[src/rtl/decrypt_pipe_if.sv]
// Valid/ready bus for the nibble-cipher decryptor: ciphertext+key in, plaintext out.
interface decrypt_pipe_if;
  logic       in_valid;
  logic       in_ready;
  logic [7:0] enc_in;
  logic [7:0] key_in;
  logic       out_valid;
  logic       out_ready;
  logic [7:0] dec_out;

  modport master (
    output in_valid, enc_in, key_in, out_ready,
    input  in_ready, out_valid, dec_out
  );

  modport slave (
    input  in_valid, enc_in, key_in, out_ready,
    output in_ready, out_valid, dec_out
  );
endinterface

[src/rtl/decrypt_pipe.sv]
// Two-stage elastic decryptor for the 8-bit single-round nibble cipher.
// Optional DEC_SELFCHECK_EN re-encrypts each output word and flags mismatches on check_err.
module decrypt_pipe #(
  parameter int unsigned CNT_W = 16
) (
  input  logic             clock,
  input  logic             reset,
  decrypt_pipe_if.slave    bus,
  output logic             busy,
  output logic [CNT_W-1:0] word_cnt
`ifdef DEC_SELFCHECK_EN
  ,
  output logic             check_err
`endif
);

  // Round function: expand L, mix with key, add halves plus key LSB.
  function automatic logic [3:0] round_f(input logic [3:0] l, input logic [7:0] k);
    logic [7:0] e;
    logic [7:0] x;
    e = {l[3], l[0], l[1], l[2], l[1], l[3], l[2], l[0]};
    x = e ^ k;
    return x[7:4] + x[3:0] + {3'b000, k[0]};
  endfunction

  logic       s1_valid;
  logic [7:0] s1_enc;
  logic [7:0] s1_key;
  logic       advance_c;
  logic       in_fire_c;
  logic       out_fire_c;

  assign advance_c   = s1_valid && (!bus.out_valid || bus.out_ready);
  assign bus.in_ready = !s1_valid || advance_c;
  assign in_fire_c   = bus.in_valid && bus.in_ready;
  assign out_fire_c  = bus.out_valid && bus.out_ready;
  assign busy        = s1_valid || bus.out_valid;

  // Stage 1: capture ciphertext and key.
  always_ff @(posedge clock) begin
    if (reset) begin
      s1_valid <= 1'b0;
      s1_enc   <= 8'h00;
      s1_key   <= 8'h00;
    end else if (in_fire_c) begin
      s1_valid <= 1'b1;
      s1_enc   <= bus.enc_in;
      s1_key   <= bus.key_in;
    end else if (advance_c) begin
      s1_valid <= 1'b0;
    end
  end

  // Stage 2: strip the round function off the high nibble and present the plaintext.
  always_ff @(posedge clock) begin
    if (reset) begin
      bus.out_valid <= 1'b0;
      bus.dec_out   <= 8'h00;
    end else if (advance_c) begin
      bus.out_valid <= 1'b1;
      bus.dec_out   <= {s1_enc[7:4] ^ round_f(s1_enc[3:0], s1_key), s1_enc[3:0]};
    end else if (out_fire_c) begin
      bus.out_valid <= 1'b0;
    end
  end

  // Delivered-word counter, saturating at all-ones.
  always_ff @(posedge clock) begin
    if (reset) begin
      word_cnt <= '0;
    end else if (out_fire_c && (word_cnt != {CNT_W{1'b1}})) begin
      word_cnt <= word_cnt + CNT_W'(1);
    end
  end

`ifdef DEC_SELFCHECK_EN
  logic [7:0] s2_enc;
  logic [7:0] s2_key;
  logic [7:0] reenc_c;

  assign reenc_c = {bus.dec_out[7:4] ^ round_f(bus.dec_out[3:0], s2_key), bus.dec_out[3:0]};

  // Keep the source ciphertext next to the output word and compare after re-encryption.
  always_ff @(posedge clock) begin
    if (reset) begin
      s2_enc    <= 8'h00;
      s2_key    <= 8'h00;
      check_err <= 1'b0;
    end else begin
      if (advance_c) begin
        s2_enc <= s1_enc;
        s2_key <= s1_key;
      end
      if (bus.out_valid && (reenc_c != s2_enc)) begin
        check_err <= 1'b1;
      end
    end
  end
`endif

endmodule

[src/flat_wrapper.sv]
// flat-port wrapper written by rule: the top's interface ports become plain ports
module decrypt_pipe_flat 
#(
  parameter int unsigned CNT_W = 16
)
  (clock, reset, busy, word_cnt, bus_in_valid, bus_enc_in, bus_key_in, bus_out_ready, bus_in_ready, bus_out_valid, bus_dec_out);
  decrypt_pipe_if bus_i ();
  input  logic clock;
  input  logic reset;
  output logic busy;
  output logic [CNT_W-1:0] word_cnt;
  input wire logic [$bits(bus_i.in_valid)-1:0] bus_in_valid;
  input wire logic [$bits(bus_i.enc_in)-1:0] bus_enc_in;
  input wire logic [$bits(bus_i.key_in)-1:0] bus_key_in;
  input wire logic [$bits(bus_i.out_ready)-1:0] bus_out_ready;
  output wire logic [$bits(bus_i.in_ready)-1:0] bus_in_ready;
  output wire logic [$bits(bus_i.out_valid)-1:0] bus_out_valid;
  output wire logic [$bits(bus_i.dec_out)-1:0] bus_dec_out;
  assign bus_i.in_valid = bus_in_valid;
  assign bus_i.enc_in = bus_enc_in;
  assign bus_i.key_in = bus_key_in;
  assign bus_i.out_ready = bus_out_ready;
  assign bus_in_ready = bus_i.in_ready;
  assign bus_out_valid = bus_i.out_valid;
  assign bus_dec_out = bus_i.dec_out;
  decrypt_pipe #(.CNT_W(CNT_W)) u_core (.clock(clock), .reset(reset), .bus(bus_i), .busy(busy), .word_cnt(word_cnt));
endmodule
[config.mk]
export PLATFORM = sky130hd
export DESIGN_NAME = decrypt_pipe_flat
export DESIGN_NICKNAME = d
export VERILOG_FILES = /design/src/rtl/decrypt_pipe_if.sv /design/src/rtl/decrypt_pipe.sv /design/src/flat_wrapper.sv
export SDC_FILE = /design/constraint.sdc
export NUM_CORES = 1
export LEC_CHECK = 0
export CORE_UTILIZATION = 43
export CTS_BUF_LIST = sky130_fd_sc_hd__clkbuf_8 sky130_fd_sc_hd__clkbuf_16
export CTS_CLUSTER_SIZE = 14
export DETAILED_ROUTE_END_ITERATION = 12
export GPL_TIMING_DRIVEN = 0
export PLACE_DENSITY = 0.73
export SLEW_MARGIN = 20
export SYNTH_ARGS = -nofsm -noshare
export SYNTH_HDL_FRONTEND = slang
export SYNTH_SLANG_ARGS = --single-unit
[constraint.sdc]
create_clock -name clock -period 1.6 [get_ports clock]
set_input_delay 0.32 -clock clock [delete_from_list [all_inputs] [get_ports clock]]
set_output_delay 0.32 -clock clock [all_outputs]
set_load 0.1 [all_outputs]
==> results.yml <==
run_status:
  status: "complete, but fails checks"
  violations: "setup timing"
die:
  start_util_pct: 44.95
  ios: 47
  row_count: 24
  die_w_um: 69.70
  fp.dieArea_um2: 4857
  fp.coreArea_um2: 4384
  die_h_um: 69.70
setup_path:
  slowest_stage: "or4_1"
  crit_type: "reg -> reg"
  worst_setup_path_start_kind: "flip-flop"
  required_ns: 1.84
  crit_family: "simple AND/OR/NAND/NOR gates"
  timing.rr.start: "u_core.s1_enc[2]"
  rr_endpoint: "u_core.bus.dec_out[7]"
  crit_chain: "xor2_2 > ha_1 > nand2_1 > a211oi_2 > a211oi_2 > or4_1 > nand3_1"
  cp_num_buf_inv: 0
  worstPathArrival_ns: 1.97
  rrSetupSlack_ns: -0.13
  crit_top_cell: "a211oi_2"
  max_stage_delay_ns: 0.40
  critPathCaptureType: "flip-flop"
  r2r_cells: 7
  crit_fanout: 4
final_layout:
  nNetsFinal: 317
  n_fill_cell: 369
  finalCoreUtilization_pct: 67.41
  layout.cells.non_filler: 346
  drive_gt1_share_pct: 35.71
  num_antenna_cells: 0
  area_growth_pct: 49.97
power_and_ir_drop:
  p_leak_nw: 1.105
  swShare_pct: 28.39
  p_sw_mw: 0.6770
  p_seq_share_pct: 45.9
  power_mw: 2.384
  p_int_mw: 1.707
  powerDensity_nw_per_um2: 806.8
  pwr-share-comb_pct: 20.8
  ir_drop_mv: 0.5019
  p_clk_share_pct: 33.3
cts:
  cts_buffer_depth: 2
  cts_tree: "done"
  h-tree-depth: 2
  clkLatencyLatePin_ns: 0.29
  clockRootBuffer: "clkbuf_8"
  cts.clk_slew.worst_paths_ns: 0.08
  cts.sinks: 42
  cts-buffers-inserted: 5
  holdBufCountCts: 0
route:
  firstDrtPassIters: 4
  drt_iter0_drc: 77
  avgRoutedWirePerCell_um: 12.28
  vias: 1756
  drt_wl_total_um: 4249
  drtAntennaViolNets: 0
  drt_drc_violations_left: 0
  vias_per_cell: 5.075
worst_hold_path:
  min_delay_path_depth: 2
  hold_start: "reset"
  min_path_type: "in -> reg"
  worstHoldEndpoint: "u_core.word_cnt[14]"
placement:
  io_buffers: 45
  gp_congestion: 0.8576
  dp.cells: 328
  post-dp-hpwl_um: 2990
synth:
  ys_seq_area_share_pct: 42.67
  syn_area_per_cell_um2: 8.531
  async_flop_share_pct: 0
  syn_area_um2: 1971
  synth-edff-count: 0
  synth.area.top_cells: "dfxtp_1 (43%), nand2_1 (8.0%), xnor2_1 (8.0%), a21oi_1 (6.3%), nor2_1 (6.3%)"
  ys_types: 39
  synthCells: 231
  synth_ff_type: "dfxtp_1"
  yosysWarningCount: 0
  synth_nets: 255
  synth-seq-cells: 42
  synth_top_area_share_pct: 42.67
  yosysTopAreaCell: "dfxtp_1"
global_routing:
  grt_pass1_vias: 1584
  grt_first_pass_wirelength_um: 7245
  grt-ovfl-total: 0
  grtUsageTotal_pct: 18.66
  grt_max_degree: 13
  antenna_found_initial: 0
sta:
  final.setup.tns_ns: -0.2495
  final_max_slew_viol_count: 0
  timing.fmax_ghz: 0.5771
  skew_ns: 0.004158
  setup_viol: 3
  rsz0062_at_grt: "true"
  fin_crit_sh_pct: 108.3
  worst_pin_slew_ns: 0.5483
  final.setup.worst_slack_ns: -0.1327
  period_minus_slack_ns: 1.733
  slew-limit-headroom_pct: 63.62
  hold_viol: 0
job:
  cap_violations: 0
==> metal layers <==
metal / global-route usage (%) / vias up / part of all wire, %
met4: 6.000 / 0 / 1.2
met3: 4.797 / 6 / 3.9
met5: 0 / - / 0
met1: 22.79 / 800 / 44
met2: 32.04 / 44 / 51
li1: - / 906 / -
==> cells in the mapped netlist (2+ instances only) <==
cell and count:
clkbuf_1 6, nor2_1 33, nand4_1 4, o21ai_0 2, nand3_2 2, nor3_1 2
nand2_1 42, dfxtp_1 42, xor2_1 7, and3_1 2, nand3_1 6, a21oi_1 25
mux2i_1 5, inv_1 3, ha_1 3, a211oi_1 7, xnor2_1 18
==> layout by cell type, fill, tap and decap left out, types with 2 or more instances in the layout <==
master / count
xnor2_2: 2
xor2_1: 4
nand3_2: 3
clkdlybuf4s15_2: 23
nand3_1: 5
clkbuf_8: 8
nor2_1: 32
clkbuf_1: 4
nand2_1: 39
a211oi_1: 5
inv_1: 3
and3_4: 2
buf_2: 3
clkdlybuf4s50_1: 17
buf_4: 13
a21oi_1: 22
dfxtp_4: 19
a21oi_2: 3
nand4_1: 4
mux2i_1: 5
o21ai_0: 2
dfxtp_2: 4
xor2_2: 3
a211oi_2: 2
dfxtp_1: 19
ha_1: 2
xnor2_1: 16
==> power groups by stage <==
stage               clock (mW)  sequential (mW)  combinational [mW]
global placement             0             1.11               0.426
global route             0.872             1.10               0.534
CTS                      0.820             1.09               0.470
detailed placement           0             1.11               0.430
finish                   0.793             1.09               0.497
floorplan                    0             1.21               0.211
==> worst max path at each step <==
stage / start / to / cells past startpoint
after global placement: bus_out_ready / bus_in_ready / 4
after global routing: u_core.s1_enc[0] / u_core.bus.dec_out[6] / 8
final: u_core.s1_enc[2] / u_core.bus.dec_out[7] / 7
after detailed placement: bus_out_ready / bus_in_ready / 4
after CTS: u_core.s1_enc[2] / u_core.bus.dec_out[7] / 7
after floorplan: u_core.s1_enc[0] / u_core.bus.dec_out[7] / 8
==> state kept, by name, indices dropped and copies added, names as in the netlist <==
register,flops
u_core.s1_key,8
u_core.bus.out_valid,1
u_core.word_cnt,16
u_core.bus.dec_out,8
u_core.s1_enc,8
u_core.s1_valid,1
==> layout make-up <==
cell class | instances | area [um2] | area share, %
multi-input cells | 177 | 1245 | 42.13
flip-flops and latches | 42 | 917.1 | 31.03
repair buffers | 56 | 563.0 | 19.05
clock buffers | 8 | 110.1 | 3.726
well taps | 52 | 65.06 | 2.202
plain buffers | 8 | 43.79 | 1.482
inverters | 3 | 11.26 | 0.3810
==> through the flow <==
stage               setup slack, ns  instance area (um2)  hold slack [ns]
floorplan                  -0.06772                 2142           0.4363
global placement            -0.8847                 2658           0.4549
detailed placement          -0.8847                 2658           0.4598
CTS                         -0.1337                 2905           0.1909
global route                -0.2162                 2955           0.1933
finish                      -0.1327                 2955           0.2062
==> repair_timing <==
item,in CTS,in global routing
resized for setup,107,7
buffers inserted,5,6
endpoints found under the setup margin,43,10
pin swaps,4,4
==> kinds of logic (layout without fill, tap and decap cells) <==
logic type,count (synthesis),count (layout),synth area share (%)
AND/OR/NAND/NOR,106,106,26.41
flip-flops,42,42,42.67
buffers and inverters,12,75,2.920
adder cells (fa/ha/maj),4,4,2.921
multiplexers,5,5,2.540
AO/OA/AOI/OAI,36,36,10.60
XOR/XNOR,26,26,11.94
Power figures use the tool's default switching activity.
